--- config.mk ---
export PLATFORM = sky130hd
export DESIGN_NAME = synapse_accumulator
export DESIGN_NICKNAME = d
export VERILOG_FILES = /design/src/rtl/synapse_accumulator_pkg.sv /design/src/rtl/synapse_weight_regfile.sv /design/src/rtl/synapse_accumulator.sv
export SDC_FILE = /design/constraint.sdc
export NUM_CORES = 1
export LEC_CHECK = 0
export CAP_MARGIN = 20
export CORE_ASPECT_RATIO = 0.5
export CORE_MARGIN = 2
export CORE_UTILIZATION = 59
export DETAILED_ROUTE_END_ITERATION = 6
export PLACE_DENSITY = 0.76
export SYNTH_ARGS = -nofsm -noshare
export SYNTH_HDL_FRONTEND = slang
export SYNTH_HIERARCHICAL = 1
export SYNTH_SLANG_ARGS = --single-unit
--- constraint.sdc ---
create_clock -name i_clk -period 3.3 [get_ports i_clk]
set_input_delay 0.66 -clock i_clk [delete_from_list [all_inputs] [get_ports i_clk]]
set_output_delay 0.66 -clock i_clk [all_outputs]
set_load 0.02 [all_outputs]
--- src/rtl/synapse_accumulator_pkg.sv ---
// Shared definitions for the synapse accumulator and its neighbouring neuron
// blocks: parameter defaults, the accumulator FSM state encoding and a helper
// that sizes index/address buses.
package synapse_accumulator_pkg;

  localparam int DEFAULT_NUM_INPUTS    = 8;
  localparam int DEFAULT_DATA_LENGTH   = 8;
  localparam int DEFAULT_WEIGHT_LENGTH = 8;

  typedef enum logic [1:0] {
    ST_IDLE  = 2'd0,
    ST_ACCUM = 2'd1,
    ST_DONE  = 2'd2
  } syn_state_t;

  // Width of an index able to address n entries; a single entry still
  // needs a one-bit bus so the port never collapses to zero width.
  function automatic int idx_width(input int n);
    return (n > 1) ? $clog2(n) : 1;
  endfunction

endpackage

--- src/rtl/synapse_weight_regfile.sv ---
// Synaptic weight storage.
// Ports:
//   clk, rst_n      clock and asynchronous active-low reset (weights clear to 0)
//   we, waddr, wdata  single write port, written on the rising edge
//   raddr, rdata      combinational read port driven by the accumulator index
// A read and a write to the same entry in one cycle returns the old weight;
// the new value is visible from the following cycle.
module synapse_weight_regfile
  import synapse_accumulator_pkg::*;
#(
  parameter int NUM_ENTRIES = DEFAULT_NUM_INPUTS,
  parameter int WIDTH       = DEFAULT_WEIGHT_LENGTH
) (
  input  logic                              clk,
  input  logic                              rst_n,
  input  logic                              we,
  input  logic [idx_width(NUM_ENTRIES)-1:0] waddr,
  input  logic [WIDTH-1:0]                  wdata,
  input  logic [idx_width(NUM_ENTRIES)-1:0] raddr,
  output logic [WIDTH-1:0]                  rdata
);

  logic [WIDTH-1:0] mem [NUM_ENTRIES];

  // Out-of-range addresses (non power-of-two sizes) are silently dropped.
  always_ff @(posedge clk or negedge rst_n) begin
    if (!rst_n) begin
      for (int i = 0; i < NUM_ENTRIES; i++) begin
        mem[i] <= '0;
      end
    end else if (we && (int'(waddr) < NUM_ENTRIES)) begin
      mem[waddr] <= wdata;
    end
  end

  assign rdata = mem[raddr];

endmodule

--- src/rtl/synapse_accumulator.sv ---
// Synapse accumulator: on each timestep strobe, latches the presynaptic spike
// vector and serially sums the weights of the active inputs, one input per
// cycle, saturating at the maximum output current.
// Ports:
//   i_clk, i_rst_n            clock and asynchronous active-low reset
//   i_weight_we/addr/data     weight write port, accepted in any state
//   i_start                   timestep strobe, honoured only when idle
//   i_spikes                  presynaptic spike vector, latched on start
//   o_busy                    high while a sum is in progress
//   o_valid                   one-cycle pulse when o_current updates
//   o_current                 saturated weighted sum, held between pulses
module synapse_accumulator
  import synapse_accumulator_pkg::*;
#(
  parameter int NUM_INPUTS    = DEFAULT_NUM_INPUTS,
  parameter int DATA_LENGTH   = DEFAULT_DATA_LENGTH,
  parameter int WEIGHT_LENGTH = DEFAULT_WEIGHT_LENGTH
) (
  input  logic                             i_clk,
  input  logic                             i_rst_n,
  input  logic                             i_weight_we,
  input  logic [idx_width(NUM_INPUTS)-1:0] i_weight_addr,
  input  logic [WEIGHT_LENGTH-1:0]         i_weight_data,
  input  logic                             i_start,
  input  logic [NUM_INPUTS-1:0]            i_spikes,
  output logic                             o_busy,
  output logic                             o_valid,
  output logic [DATA_LENGTH-1:0]           o_current
);

  localparam int IDX_W = idx_width(NUM_INPUTS);
  // One bit wider than the larger operand so the raw sum never wraps
  // before it is compared against the saturation limit.
  localparam int SUM_W = ((DATA_LENGTH > WEIGHT_LENGTH) ? DATA_LENGTH : WEIGHT_LENGTH) + 1;
  localparam logic [IDX_W-1:0] LAST_IDX = IDX_W'(NUM_INPUTS - 1);
  localparam logic [SUM_W-1:0] SAT_MAX  = {{(SUM_W - DATA_LENGTH){1'b0}}, {DATA_LENGTH{1'b1}}};

  syn_state_t               state;
  syn_state_t               state_next;
  logic [IDX_W-1:0]         index;
  logic [NUM_INPUTS-1:0]    spikes_latched;
  logic [DATA_LENGTH-1:0]   acc;
  logic [DATA_LENGTH-1:0]   acc_sat;
  logic [WEIGHT_LENGTH-1:0] weight_rd;
  logic [SUM_W-1:0]         sum_wide;

  synapse_weight_regfile #(
    .NUM_ENTRIES (NUM_INPUTS),
    .WIDTH       (WEIGHT_LENGTH)
  ) u_weights (
    .clk   (i_clk),
    .rst_n (i_rst_n),
    .we    (i_weight_we),
    .waddr (i_weight_addr),
    .wdata (i_weight_data),
    .raddr (index),
    .rdata (weight_rd)
  );

  always_ff @(posedge i_clk or negedge i_rst_n) begin
    if (!i_rst_n) begin
      state <= ST_IDLE;
    end else begin
      state <= state_next;
    end
  end

  always_comb begin
    state_next = state;
    case (state)
      ST_IDLE:  if (i_start) state_next = ST_ACCUM;
      ST_ACCUM: if (index == LAST_IDX) state_next = ST_DONE;
      ST_DONE:  state_next = ST_IDLE;
      default:  state_next = ST_IDLE;
    endcase
  end

  // Once the accumulator reaches the limit, adding a non-negative weight
  // keeps it there, which is what makes saturation sticky.
  always_comb begin
    sum_wide = {{(SUM_W - DATA_LENGTH){1'b0}}, acc}
             + {{(SUM_W - WEIGHT_LENGTH){1'b0}}, weight_rd};
    acc_sat  = (sum_wide > SAT_MAX) ? {DATA_LENGTH{1'b1}} : sum_wide[DATA_LENGTH-1:0];
  end

  always_ff @(posedge i_clk or negedge i_rst_n) begin
    if (!i_rst_n) begin
      index          <= '0;
      acc            <= '0;
      spikes_latched <= '0;
      o_valid        <= 1'b0;
      o_current      <= '0;
    end else begin
      o_valid <= 1'b0;
      case (state)
        ST_IDLE: begin
          if (i_start) begin
            spikes_latched <= i_spikes;
            acc            <= '0;
            index          <= '0;
          end
        end
        ST_ACCUM: begin
          if (spikes_latched[index]) begin
            acc <= acc_sat;
          end
          index <= index + IDX_W'(1);
        end
        ST_DONE: begin
          o_current <= acc;
          o_valid   <= 1'b1;
        end
        default: ;
      endcase
    end
  end

  assign o_busy = (state != ST_IDLE);

endmodule

* Word-level counts from Yosys, hierarchy flattened *
Cells that the tools add are included.

operators by class
  equal/unequal tests = 6
  order comparisons = 5
  multiplexer cells = 18
  $add $sub $neg = 2
  reduce and logical (&&, ||, !) cells = 8
  bitwise operators = 2

operators with widths
  kind                   count
  $bwmux W64             1
  $mux W8                6
  $bmux W8 S3            1
  $demux W8 S3           1
  $pmux W8 S2            1
  $add A8 B8 Y9          1
  $gt A9 B8 Y1 const B   1
  $ge A4 B4 Y1 const B   2
  $not A3 Y4             2
  $ne A2 B2 Y1 const B   3
  $pmux W3 S2            1
  $reduce_and A2 Y1      3
  $lt A3 B4 Y1 const B   1
  $lt A4 B1 Y1 const B   1
  $mux W2                2
  $pmux W2 S2            1
  $reduce_bool A2 Y1     2
  $add A3 B1 Y3 const B  1
  $bmux W1 S3            1
  $eq A3 B3 Y1 const B   1
  $mux W3                1
  $reduce_and A3 Y1      1
  $eq A2 B1 Y1 const B   1
  $eq A2 B2 Y1 const B   1
  3 further kinds        4

storage, ports and cells
  flip-flop bits (word level) = 94
  output and inout port bits = 10

* Logic depth before layout (Yosys ltp) *
Gate-level depths: netlist (run 1).

  depth after elaboration = 9
  gate-level depth with buffers = 12
  mapped depth without buffers = 10

* By module *
The synthesis (run 1) kept the hierarchy.

by module, submodules not included
  module                  area each (sq um)  cells an instance  seq. area each (sq um)  times used
  synapse_weight_regfile  2992.9             172                1601.5                  1
  synapse_accumulator     1595.3             133                750.7                   1

* Least setup slack after synthesis (run 1) *
No wires, ideal clock.

  kind = flip-flop to flip-flop
  start point = register index[0]
  end point = register acc[1]
  setup time = 0.129 ns
  data required time = 3.171 ns
  arrival time = 2.763 ns
  cell stages (with the launch flop) = 11
  path slack = 0.408 ns
  period minus slack after synthesis = 2.892 ns
  path buffers = 2
  path through = dfrtp_1 -> buf_6 -> buf_12 -> mux4_2 -> mux2_2 -> ha_1 -> a21o_1 -> a21o_1 -> a221o_2 -> nor2_2 -> a22oi_1

between the ends
  longest elaborated chain between the ends = 9
  elaborated cells on any way between the ends = 13

RTL lines
  item                                        line                          text
  start: declaration                          synapse_accumulator.sv:40     logic [IDX_W-1:0] index;
  start signal: assignment                    synapse_accumulator.sv:107    index <= index + IDX_W'(1);
  $not A3 Y4 (not written as such)            synapse_weight_regfile.sv:36  assign rdata = mem[raddr];
  $bmux W8 S3                                 synapse_weight_regfile.sv:36
  $mux W8 (not written as such) (2 in a row)  synapse_weight_regfile.sv:36
  named net weight_rd[5]                      synapse_accumulator.sv:44     logic [WEIGHT_LENGTH-1:0] weight_rd;
  $add A8 B8 Y9                               synapse_accumulator.sv:82     + {{(SUM_W - WEIGHT_LENGTH){1'b0}}, weight_rd};
  $gt A9 B8 Y1                                synapse_accumulator.sv:83     acc_sat = (sum_wide > SAT_MAX) ? {DATA_LENGTH{1'b1}} : sum_wide[DATA_LENGTH-1:0];
  $mux W8                                     synapse_accumulator.sv:83
  $mux W8                                     synapse_accumulator.sv:104    if (spikes_latched[index]) begin
  $pmux W8 S2                                 synapse_accumulator.sv:95     case (state)
  end signal: assignment                      synapse_accumulator.sv:105    acc <= acc_sat;
  end: declaration                            synapse_accumulator.sv:42     logic [DATA_LENGTH-1:0] acc;

The timed path passes the listed nets, and every way through them passes these cells. The select of a mux whose other input is x is not followed.
A chain may end at the register's enable or synchronous reset.

* Final worst setup path (run 1) *
  start point = register index[0]
  end point = register acc[7]

between the ends
  longest elaborated chain between the ends = 9
  elaborated cells on any way between the ends = 13

RTL lines
  item                                            line
  $not A3 Y4 (not written as such) (*)            synapse_weight_regfile.sv:36
  $bmux W8 S3 (*)                                 synapse_weight_regfile.sv:36
  $mux W8 (not written as such) (*) (2 in a row)  synapse_weight_regfile.sv:36
  named net weight_rd[0]                          synapse_accumulator.sv:44
  $add A8 B8 Y9 (*)                               synapse_accumulator.sv:82
  $gt A9 B8 Y1                                    synapse_accumulator.sv:83
  $mux W8 (*)                                     synapse_accumulator.sv:83
  $mux W8 (*)                                     synapse_accumulator.sv:104
  $pmux W8 S2 (*)                                 synapse_accumulator.sv:95

Mark *: on every way through the listed nets, which the timed path passes. The rest lies on a longest branch. The select of a mux whose other input is x is not followed.

==> results of run 1 <==
[cell usage in the layout, fill, tap and decap left out, types with 2 or more instances in the layout]
cell / instances
nand4_1: 2
clkbuf_8: 2
ha_1: 10
nand4b_1: 3
nor2b_1: 2
nand3_1: 2
buf_4: 8
o21ai_2: 2
a21oi_1: 8
clkinvlp_4: 3
nor4bb_1: 3
nand2b_1: 3
dfrtp_1: 94
clkbuf_16: 9
nor3_1: 2
mux2_2: 88
a31oi_1: 2
or3_1: 2
inv_1: 6
clkdlybuf4s50_1: 31
a22o_1: 2
xor2_1: 2
a21o_1: 3
o21ai_0: 3
mux4_1: 17
a22oi_1: 4
nand2_1: 9
nor2_1: 4
nand3_2: 2
[stage by stage]
stage          util (%)  hold slack [ns]  setup WS [ns]
4_1_cts            71.4            0.352          0.282
3_3_place_gp       67.2            0.465          0.383
2_1_floorplan         -            0.364          0.408
6_report           71.4            0.332          0.273
3_5_place_dp       67.2            0.473          0.297
5_1_grt            71.4            0.386         0.0783
[synthesized netlist by cell type, types with 2 or more instances]
| master | count |
|---|---|
| a21oi_1 | 8 |
| mux2_2 | 88 |
| nand2b_1 | 3 |
| ha_1 | 10 |
| a21o_1 | 3 |
| o21ai_0 | 3 |
| nor3_1 | 2 |
| nand4b_1 | 3 |
| nand3_1 | 2 |
| nand3_2 | 2 |
| nor4bb_1 | 3 |
| xor2_1 | 2 |
| o21ai_2 | 2 |
| dfrtp_1 | 94 |
| nor2_1 | 4 |
| a22oi_1 | 4 |
| clkbuf_1 | 3 |
| nor2b_1 | 2 |
| nand4_1 | 2 |
| inv_1 | 6 |
| buf_2 | 7 |
| mux4_1 | 17 |
| a31oi_1 | 2 |
| a22o_1 | 2 |
| or3_1 | 2 |
| nand2_1 | 9 |
[power by group]
part | internal, mW | total [mW] | leakage [nW] | switching (mW)
Sequential | 1.51 | 1.74 | 1.13 | 0.237
Clock | 0.626 | 1.06 | 0.144 | 0.432
Combinational | 1.23 | 2.33 | 1.05 | 1.09
Total | 3.36 | 5.13 | 2.33 | 1.76
[worst min path at each step]
| stage | startpoint | end | slack (ns) | cells after the start |
|---|---|---|---|---|
| 2_1_floorplan | i_rst_n | acc[0]$_DFFE_PN0P_ | 0.36 | 0 |
| 3_3_place_gp | o_current[1]$_DFFE_PN0P_ | o_current[1]$_DFFE_PN0P_ | 0.47 | 2 |
| 3_5_place_dp | o_current[1]$_DFFE_PN0P_ | o_current[1]$_DFFE_PN0P_ | 0.47 | 2 |
| 4_1_cts | i_rst_n | u_weights/mem[51]$_DFFE_PN0P_ | 0.35 | 1 |
| 5_1_grt | i_rst_n | u_weights/mem[51]$_DFFE_PN0P_ | 0.39 | 1 |
| 6_report | i_rst_n | u_weights/mem[35]$_DFFE_PN0P_ | 0.33 | 1 |
[sequential cells by signal (all words and copies together) (netlist names)]
signal	count
acc	8
o_current	8
index	3
state	2
spikes_latched	8
o_valid	1
u_weights/mem	64
[metal layers]
layer	GRT usage, %	part of all wire [%]	wire length, µm
met1	31.1	48	4220
met2	38.3	47	4140
met3	6.88	3.7	330
met4	6.93	1.3	114
met5	0	0	0
[cell families after synthesis]
| group | Yosys count |
|---|---|
| buf+inv | 21 |
| simple gates | 41 |
| compound gates | 27 |
| flops | 94 |
| fa+ha+maj | 11 |
| mux | 108 |
| xor+xnor | 3 |
[area by class of cell]
class | instances | area, µm²
clock buffer | 11 | 253
timing repair buffer | 40 | 390
inverter | 6 | 22.5
fill | 499 | 2130
clock inverter | 5 | 57.6
sequential | 94 | 2350
tap | 96 | 120
multi-input combinational | 190 | 2110
[critical path: stages, from the launching register on]
cell and delay [ns]:
dfrtp_1 0.44, buf_12 0.21, mux4_1 0.56, mux2_2 0.28, ha_1 0.19, inv_1 0.07, fa_1 0.20, nand2b_1 0.13
a21oi_1 0.11, a221o_2 0.40, nor2_2 0.19, a22oi_1 0.12
==> run metrics, run 1 <==
status=completed; Hold-fix buffers, CTS=0; Routed Antenna Nets=0; mux contribution to synthesized area=32.4%; worst r2r path cells=11; Site Rows=22; clock-pin slew on the worst setup and hold paths=0.07 ns; nets@finish=375; CP endpoint=acc[7]$_DFFE_PN0P_; minimum clock period=3.03 ns; GR Util All Layers=23.5%; Max Clk Rate=330 MHz; Chip Height=66.4 µm; post-CTS setup buffers=0; CP Launch Type=register; Worst Path Required=3.52 ns; Synth top area share=51.3%; peak fanout along the critical path=18; Iter 0 DRT Violations=188; Tot Pwr=5.13 mW; via count=2648; Synth Flop Type=dfrtp_1; die area=8540 µm²; pwr dens=967 nW/µm²; synthesized flop and latch total=94; Hold/Removal Path Class=in2async; Synth area leaders=dfrtp_1 51%, mux2_2 22%, mux4_1 9.7%; CTS sink cnt=94; htree depth=3; measured slew at the worst slew-check pin=0.803 ns; Post-Syn Nets=339; RSZ-0062 raised after global routing=no; core outline area=7430 µm²; grt ovf=0; xor and xnor area share after synthesis=0.573%; Synth Area in Simple Gates=5.89%; CTS tree=done; CTS Buf Count=9; CTS max path bufs=2; leakage power=2.33 nW; crit path kind=reg2reg; Worst-Skew Late Latency=0.35 ns; first-pass GRT wire length=14.6 mm; reg-to-reg critical path startpoint=index[0]$_DFFE_PN0P_; library cells used by synthesis=46; DR pass1 iterations=4; fin cells=442; share of cells above drive strength 1=35.8%; setup skew after layout=0.00778 ns; Placed Cells incl. Taps=426; post-synthesis sequential area ratio=51.3%; vias in the first global route=2765; type of destination of the critical path=register; final wirelength=8.80 mm; post-route cell area=5310 µm²; antenna cells=0; yosys warns=6; largest family of logic cells by synthesized area=multiplexers; DR DRC count=0; Post-synth EDFFs=0; final hold vios=0; worst setup path startpoint=index[0]$_DFFE_PN0P_; WP data arrival=3.25 ns; Ports=33; routed vias/inst=5.99; total negative slack=0 ns; WL per Instance=19.9 µm; Initial Utilization=61.7%; Peak supply drop=0.352 mV; clock root cell=clkbuf_16; syn_area_per_cell=15.0 µm²; Synth Area in Compound Gates=3.98%; Max-slew headroom=46.2%; asr flop ratio synth=100%; count of input and output buffers=32; count of final setup violators=0; total of max-cap violations=0; Synth Area in Adders=3.16%; Synth-to-Final Area Change=15.6%; largest area contributor in the netlist=dfrtp_1; largest net degree at the start of global routing=51; Max Slew Vio Count=0; final worst-path cycle share=91.7%; Post-CTS Resized=0; die width=129 µm; FF-to-FF End=acc[7]$_DFFE_PN0P_; initial antenna violation count=0; Worst R2R Setup Slack=0.27 ns; GPL Wtd Cong=0.891; Post-DP HPWL=5.86 mm; Syn Inst Count=305; synthesized area=4590 µm²; area of placed instances=4990 µm²
Power figures use the tool's default switching activity.
==> inputs of run 2 (changes only) <==
- CAP_MARGIN: 20 -> 25
- clock period: 3.3 -> 3.45 ns (I/O delays scaled with it)
==> run 2 against run 1 <==
Clock skew fell by 0.0026 ns. Critical endpoint is now acc[5]$_DFFE_PN0P_. Critical path type unchanged. Utilization fell by 0.49 points. Worst hold slack got worse by 0.014 ns. Global-route usage grew 0.96 points. Largest power group unchanged. Via count rose by 2.5%. Sequential power is 2% lower.
==> run metrics, run 2 (same netlist as run 1, synthesis figures left out) <==
Worst Path Required=3.66 ns (+0.14 ns); count of final setup violators=0 (unchanged); Max-slew headroom=46.8% (+0.61 points); CP Launch Type=register; commonest non-fill, non-tap cell in the layout=dfrtp_1; WP data arrival=3.30 ns (+0.05 ns); Max Slew Vio Count=0 (unchanged); pwr dens=922 nW/µm² (-4.6%); largest net degree at the start of global routing=40 (-22%); minimum clock period=3.10 ns (+0.0711 ns); Largest Register=u_weights/mem; share of power burned in the clock network=18.8% (-1.8 points); DR pass1 iterations=4 (unchanged); PnR worst setup slack=0.352 ns (+0.0789 ns); status=completed; Chip Height=66.4 µm (unchanged); htree depth=3 (unchanged); Synth-to-Final Area Change=14.8%; GPL Wtd Cong=0.892 (about the same); routed vias/inst=6.17 (+3.0%); type of destination of the critical path=register; DR DRC count=0 (unchanged); Logic pwr share=46.3% (+0.9 points); most frequent cells in the layout=94 x dfrtp_1, 88 x mux2_2, 31 x clkdlybuf4s50_1; via count=2714 (+2.5%); Post-DP HPWL=6.07 mm (+3.5%); die width=129 µm (unchanged); Ports=33 (unchanged); sw power=1.72 mW (-2.5%); grt ovf=0 (unchanged); Internal Power=3.14 mW (-6.8%); Flop pwr share=34.9% (+0.9 points); Place WS=0.398 ns (+0.101 ns); die area=8540 µm² (unchanged); first-pass GRT wire length=15.1 mm (+3.8%); fin cells=440 (-0.45%); leakage power=2.32 nW (-0.43%); GR Util All Layers=24.5% (+0.96 points); Peak supply drop=0.374 mV (+6.3%); core outline area=7430 µm² (unchanged); clock-pin slew on the worst setup and hold paths=0.06 ns (about the same); final wirelength=9.13 mm (+3.7%); CTS sink cnt=94 (unchanged); vias in the first global route=2994 (+8.3%); total of max-cap violations=0 (unchanged); Worst-Skew Late Latency=0.34 ns (about the same); final hold vios=0 (unchanged); Routed Antenna Nets=0 (unchanged); WL per Instance=20.7 µm (+4.2%); setup skew after layout=0.00522 ns (-0.00256 ns); nets@finish=375 (unchanged); share of cells above drive strength 1=35.5% (-0.37 points); Initial Utilization=61.7% (unchanged); crit path kind=reg2reg; measured slew at the worst slew-check pin=0.794 ns (-0.00909 ns); clock root cell=clkbuf_16; switch share=35.4% (+1.0 points); Placed Cells incl. Taps=426 (unchanged); CTS Buf Count=9 (unchanged); Hold/Removal Path Class=in2async; max reg flops=64 (unchanged); CTS tree=done; Iter 0 DRT Violations=258 (+37%); utilization after layout=70.9% (-0.49 points); CTS max path bufs=2 (unchanged); final worst-path cycle share=89.8% (-1.9 points); total negative slack=0 ns (unchanged); Post-CTS Resized=0 (unchanged); Max Clk Rate=323 MHz (-2.3%); RSZ-0062 raised after global routing=no; antenna cells=0 (unchanged); initial antenna violation count=0 (unchanged); post-CTS setup buffers=0 (unchanged); Site Rows=22 (unchanged); Hold-fix buffers, CTS=0 (unchanged); count of input and output buffers=32 (unchanged); peak fanout along the critical path=18 (unchanged)
==> run 2: cell types whose count changed in the layout (fill, tap and decap cells not counted), sizes merged <==
| cell | delta |
|---|---|
| bufinv | -1 |
| clkinv | +1 |
| clkinvlp | -2 |
==> run 2: cell type report <==
class	instances	area, µm²
sequential	94	2350
inverter	6	22.5
timing repair buffer	40	390
tap	96	120
fill	504	2160
clock buffer	11	253
clock inverter	3	21.3
multi-input combinational	190	2110
==> run 2: power groups by stage <==
stage                     Sequential (mW)  Combinational, mW  Clock, mW
after floorplan                      1.65               1.73          0
after global routing                 1.74               2.46      0.983
after CTS                            1.70               2.24      0.939
final                                1.70               2.25      0.913
after detailed placement             1.71               2.20          0
after global placement               1.69               2.10          0
==> run 2: final timing paths <==
check / startpoint / endpoint / slack (ns) / cells past startpoint
worst max-delay path: index[0]$_DFFE_PN0P_ / acc[5]$_DFFE_PN0P_ / 0.35 / 9
worst min-delay path: i_rst_n / u_weights/mem[3]$_DFFE_PN0P_ / 0.32 / 1
worst max register to register: index[0]$_DFFE_PN0P_ / acc[5]$_DFFE_PN0P_ / 0.35 / 9
worst min register to register: state[1]$_DFFE_PN0P_ / state[0]$_DFFE_PN0P_ / 0.49 / 1
max in group asynchronous: i_rst_n / u_weights/mem[45]$_DFFE_PN0P_ / 2.38 / 2
min in group i_clk: state[1]$_DFFE_PN0P_ / state[0]$_DFFE_PN0P_ / 0.49 / 1
==> run 2: metal layers <==
metal | routed length [µm] | GRT usage (%)
met5 | 0 | 0
met4 | 184 | 9.51
met3 | 465 | 7.20
met2 | 4200 | 39.4
met1 | 4270 | 31.8
==> run 2: per-stage QoR <==
step                cell area [µm²]  total power, mW  hold slack, ns
floorplan                      4590             3.38           0.394
finish                         5270             4.86           0.317
CTS                            5270             4.87           0.324
global route                   5270             5.18           0.352
detailed placement             4990             3.91           0.486
global placement               4990             3.79           0.465
==> run 2: worst max-delay path: stages, from the launching register on <==
cell,delay (ns)
dfrtp_1,0.43
buf_12,0.20
mux4_1,0.55
mux2_2,0.27
ha_1,0.38
a21o_1,0.19
a21o_1,0.19
a221o_2,0.44
nor2_2,0.19
a22oi_1,0.11
==> inputs of run 3 (changes only) <==
- CORE_UTILIZATION: 59 -> 63
- PLACE_DENSITY: 0.76 -> 0.81
- clock period: 3.45 -> 3.6 ns (I/O delays scaled with it)
==> run 3 against run 2 <==
Via count about the same. Global-route usage down 0.11 points. Register-to-register slack worse by 0.04 ns. First-iteration DRC count down 60%. Worst hold slack better by 0.16 ns. Utilization up 6.1 points. Worst setup slack worse by 0.036 ns. Critical path type unchanged. Critical endpoint is now acc[7]$_DFFE_PN0P_. Largest power group unchanged.
==> run metrics, run 3 (same netlist as run 1, synthesis figures left out) <==
Hold/Removal Path Class=reg2reg; largest net degree at the start of global routing=71 (+78%); clock-pin slew on the worst setup and hold paths=0.06 ns (about the same); nets@finish=374 (-0.27%); GPL Wtd Cong=0.933 (+4.6%); CTS sink cnt=94 (unchanged); Synth-to-Final Area Change=15.1%; Worst-Skew Late Latency=0.34 ns (about the same); WL per Instance=20.1 µm (-3.0%); Tot Pwr=4.68 mW (-3.5%); status=completed; CP endpoint=acc[7]$_DFFE_PN0P_; Initial Utilization=66.9% (+5.2 points); Chip Height=64.3 µm (-3.0%); fillers=390 (-23%); setup skew after layout=0.00501 ns (-0.000218 ns); CP Cell Sequence=buf_12 > mux4_1 > mux2_2 > ha_1 > o21ai_0 > a21oi_1 > a221o_2 > nor2_2 > a22oi_1; max reg flops=64 (unchanged); hold_ws=0.480 ns (+0.162 ns); Worst Path Required=3.82 ns (+0.16 ns); Post-CTS Resized=0 (unchanged); via count=2715 (+0.037%); Hold-fix buffers, CTS=0 (unchanged); Peak supply drop=0.425 mV (+14%); count of final setup violators=0 (unchanged); die area=8020 µm² (-6.1%); Largest Register=u_weights/mem; Ports=33 (unchanged); crit path kind=reg2reg; CTS max path bufs=2 (unchanged); Max-slew headroom=43.0% (-3.8 points); initial antenna violation count=0 (unchanged); grt ovf=0 (unchanged); measured slew at the worst slew-check pin=0.855 ns (+0.0606 ns); DR pass1 iterations=4 (unchanged); utilization after layout=77.0% (+6.1 points); vias in the first global route=2849 (-4.8%); share of cells above drive strength 1=35.1% (-0.38 points); worst r2r path cells=9 (unchanged); DR DRC count=0 (unchanged); reg-to-reg critical path startpoint=index[0]$_DFFE_PN0P_; CTS Buf Count=9 (unchanged); slowest CP cell=dfrtp_1; Max Clk Rate=305 MHz (-5.7%); htree depth=3 (unchanged); minimum clock period=3.28 ns (+0.186 ns); Iter 0 DRT Violations=104 (-60%); CP Launch Type=register; hold depth=2; total negative slack=0 ns (unchanged); peak fanout along the critical path=11 (-7); FF-to-FF End=acc[7]$_DFFE_PN0P_; type of destination of the critical path=register; clock root cell=clkbuf_16; antenna cells=0 (unchanged); worst setup path startpoint=index[0]$_DFFE_PN0P_; total of max-cap violations=0 (unchanged); Site Rows=21 (-4.5%); commonest non-fill, non-tap cell in the layout=dfrtp_1; final wirelength=8.74 mm (-4.3%); GR Util All Layers=24.4% (-0.11 points); Max Slew Vio Count=0 (unchanged); WP data arrival=3.50 ns (+0.20 ns); fin cells=434 (-1.4%); leakage power=2.33 nW (+0.35%); core outline area=6860 µm² (-7.7%); most frequent cells in the layout=94 x dfrtp_1, 88 x mux2_2, 31 x clkdlybuf4s50_1; die width=125 µm (-3.1%); count of input and output buffers=32 (unchanged); final hold vios=0 (unchanged); pwr dens=887 nW/µm² (-3.7%); crit-path max cell delay=0.73 ns (+0.18 ns); routed vias/inst=6.26 (+1.4%); final worst-path cycle share=91.2% (+1.4 points); RSZ-0062 raised after global routing=no; Post-DP HPWL=5.94 mm (-2.1%); Routed Antenna Nets=0 (unchanged); Placed Cells incl. Taps=421 (-1.2%); CTS tree=done; Worst R2R Setup Slack=0.32 ns (-0.04 ns); post-CTS setup buffers=0 (unchanged); first-pass GRT wire length=14.6 mm (-3.2%)
run 3: cell types whose count changed in the layout (fill, tap and decap cells not counted), sizes merged:
cell and change:
clkinv -2, buf -1, bufinv +1, clkbuf +1
clkinvlp -1
run 3: per-stage QoR:
stage | area (µm²) | worst slack [ns]
final | 5280 | 0.316
after global routing | 5280 | 0.161
after CTS | 5280 | 0.342
after detailed placement | 4980 | 0.374
after global placement | 4980 | 0.437
after floorplan | 4590 | 0.708
run 3: metal layers:
metal	routed length, µm	vias up	global-route usage, %
met5	0	-	0
met4	77	0	4.21
met3	396	10	8.12
met2	4240	58	41.0
met1	4020	1417	31.8
li1	-	1230	-
run 3: report_power, final:
part | internal [mW] | total (mW) | switching, mW
Clock | 0.583 | 0.944 | 0.362
Sequential | 1.38 | 1.64 | 0.259
Combinational | 1.12 | 2.10 | 0.980
run 3: worst min-delay path by stage:
stage | to | from | slack (ns)
2_1_floorplan | acc[0]$_DFFE_PN0P_ | i_rst_n | 0.42
3_3_place_gp | o_current[1]$_DFFE_PN0P_ | o_current[1]$_DFFE_PN0P_ | 0.46
3_5_place_dp | o_current[1]$_DFFE_PN0P_ | o_current[1]$_DFFE_PN0P_ | 0.47
4_1_cts | o_current[1]$_DFFE_PN0P_ | o_current[1]$_DFFE_PN0P_ | 0.48
5_1_grt | state[0]$_DFFE_PN0P_ | state[1]$_DFFE_PN0P_ | 0.52
6_report | o_current[1]$_DFFE_PN0P_ | o_current[1]$_DFFE_PN0P_ | 0.48
run 3: area by class of cell:
type | count | area [µm²] | share of cell area [%]
clock buffers | 12 | 267 | 5.05
clock inverters | 1 | 30.0 | 0.569
inverters | 6 | 22.5 | 0.427
multi-input cells | 190 | 2110 | 40.0
flip-flops and latches | 94 | 2350 | 44.6
well taps | 92 | 115 | 2.18
repair buffers | 39 | 383 | 7.25
run 3: worst max-delay path, delay by kind of cell (launching register included):
family / cells / cell delay [ns]
buffers and inverters: 1 / 0.22
and+or+nand+nor: 1 / 0.16
muxes: 2 / 0.85
adders and majority gates: 1 / 0.34
DFF: 1 / 0.73
AOI/OAI and AO/OA: 4 / 0.85
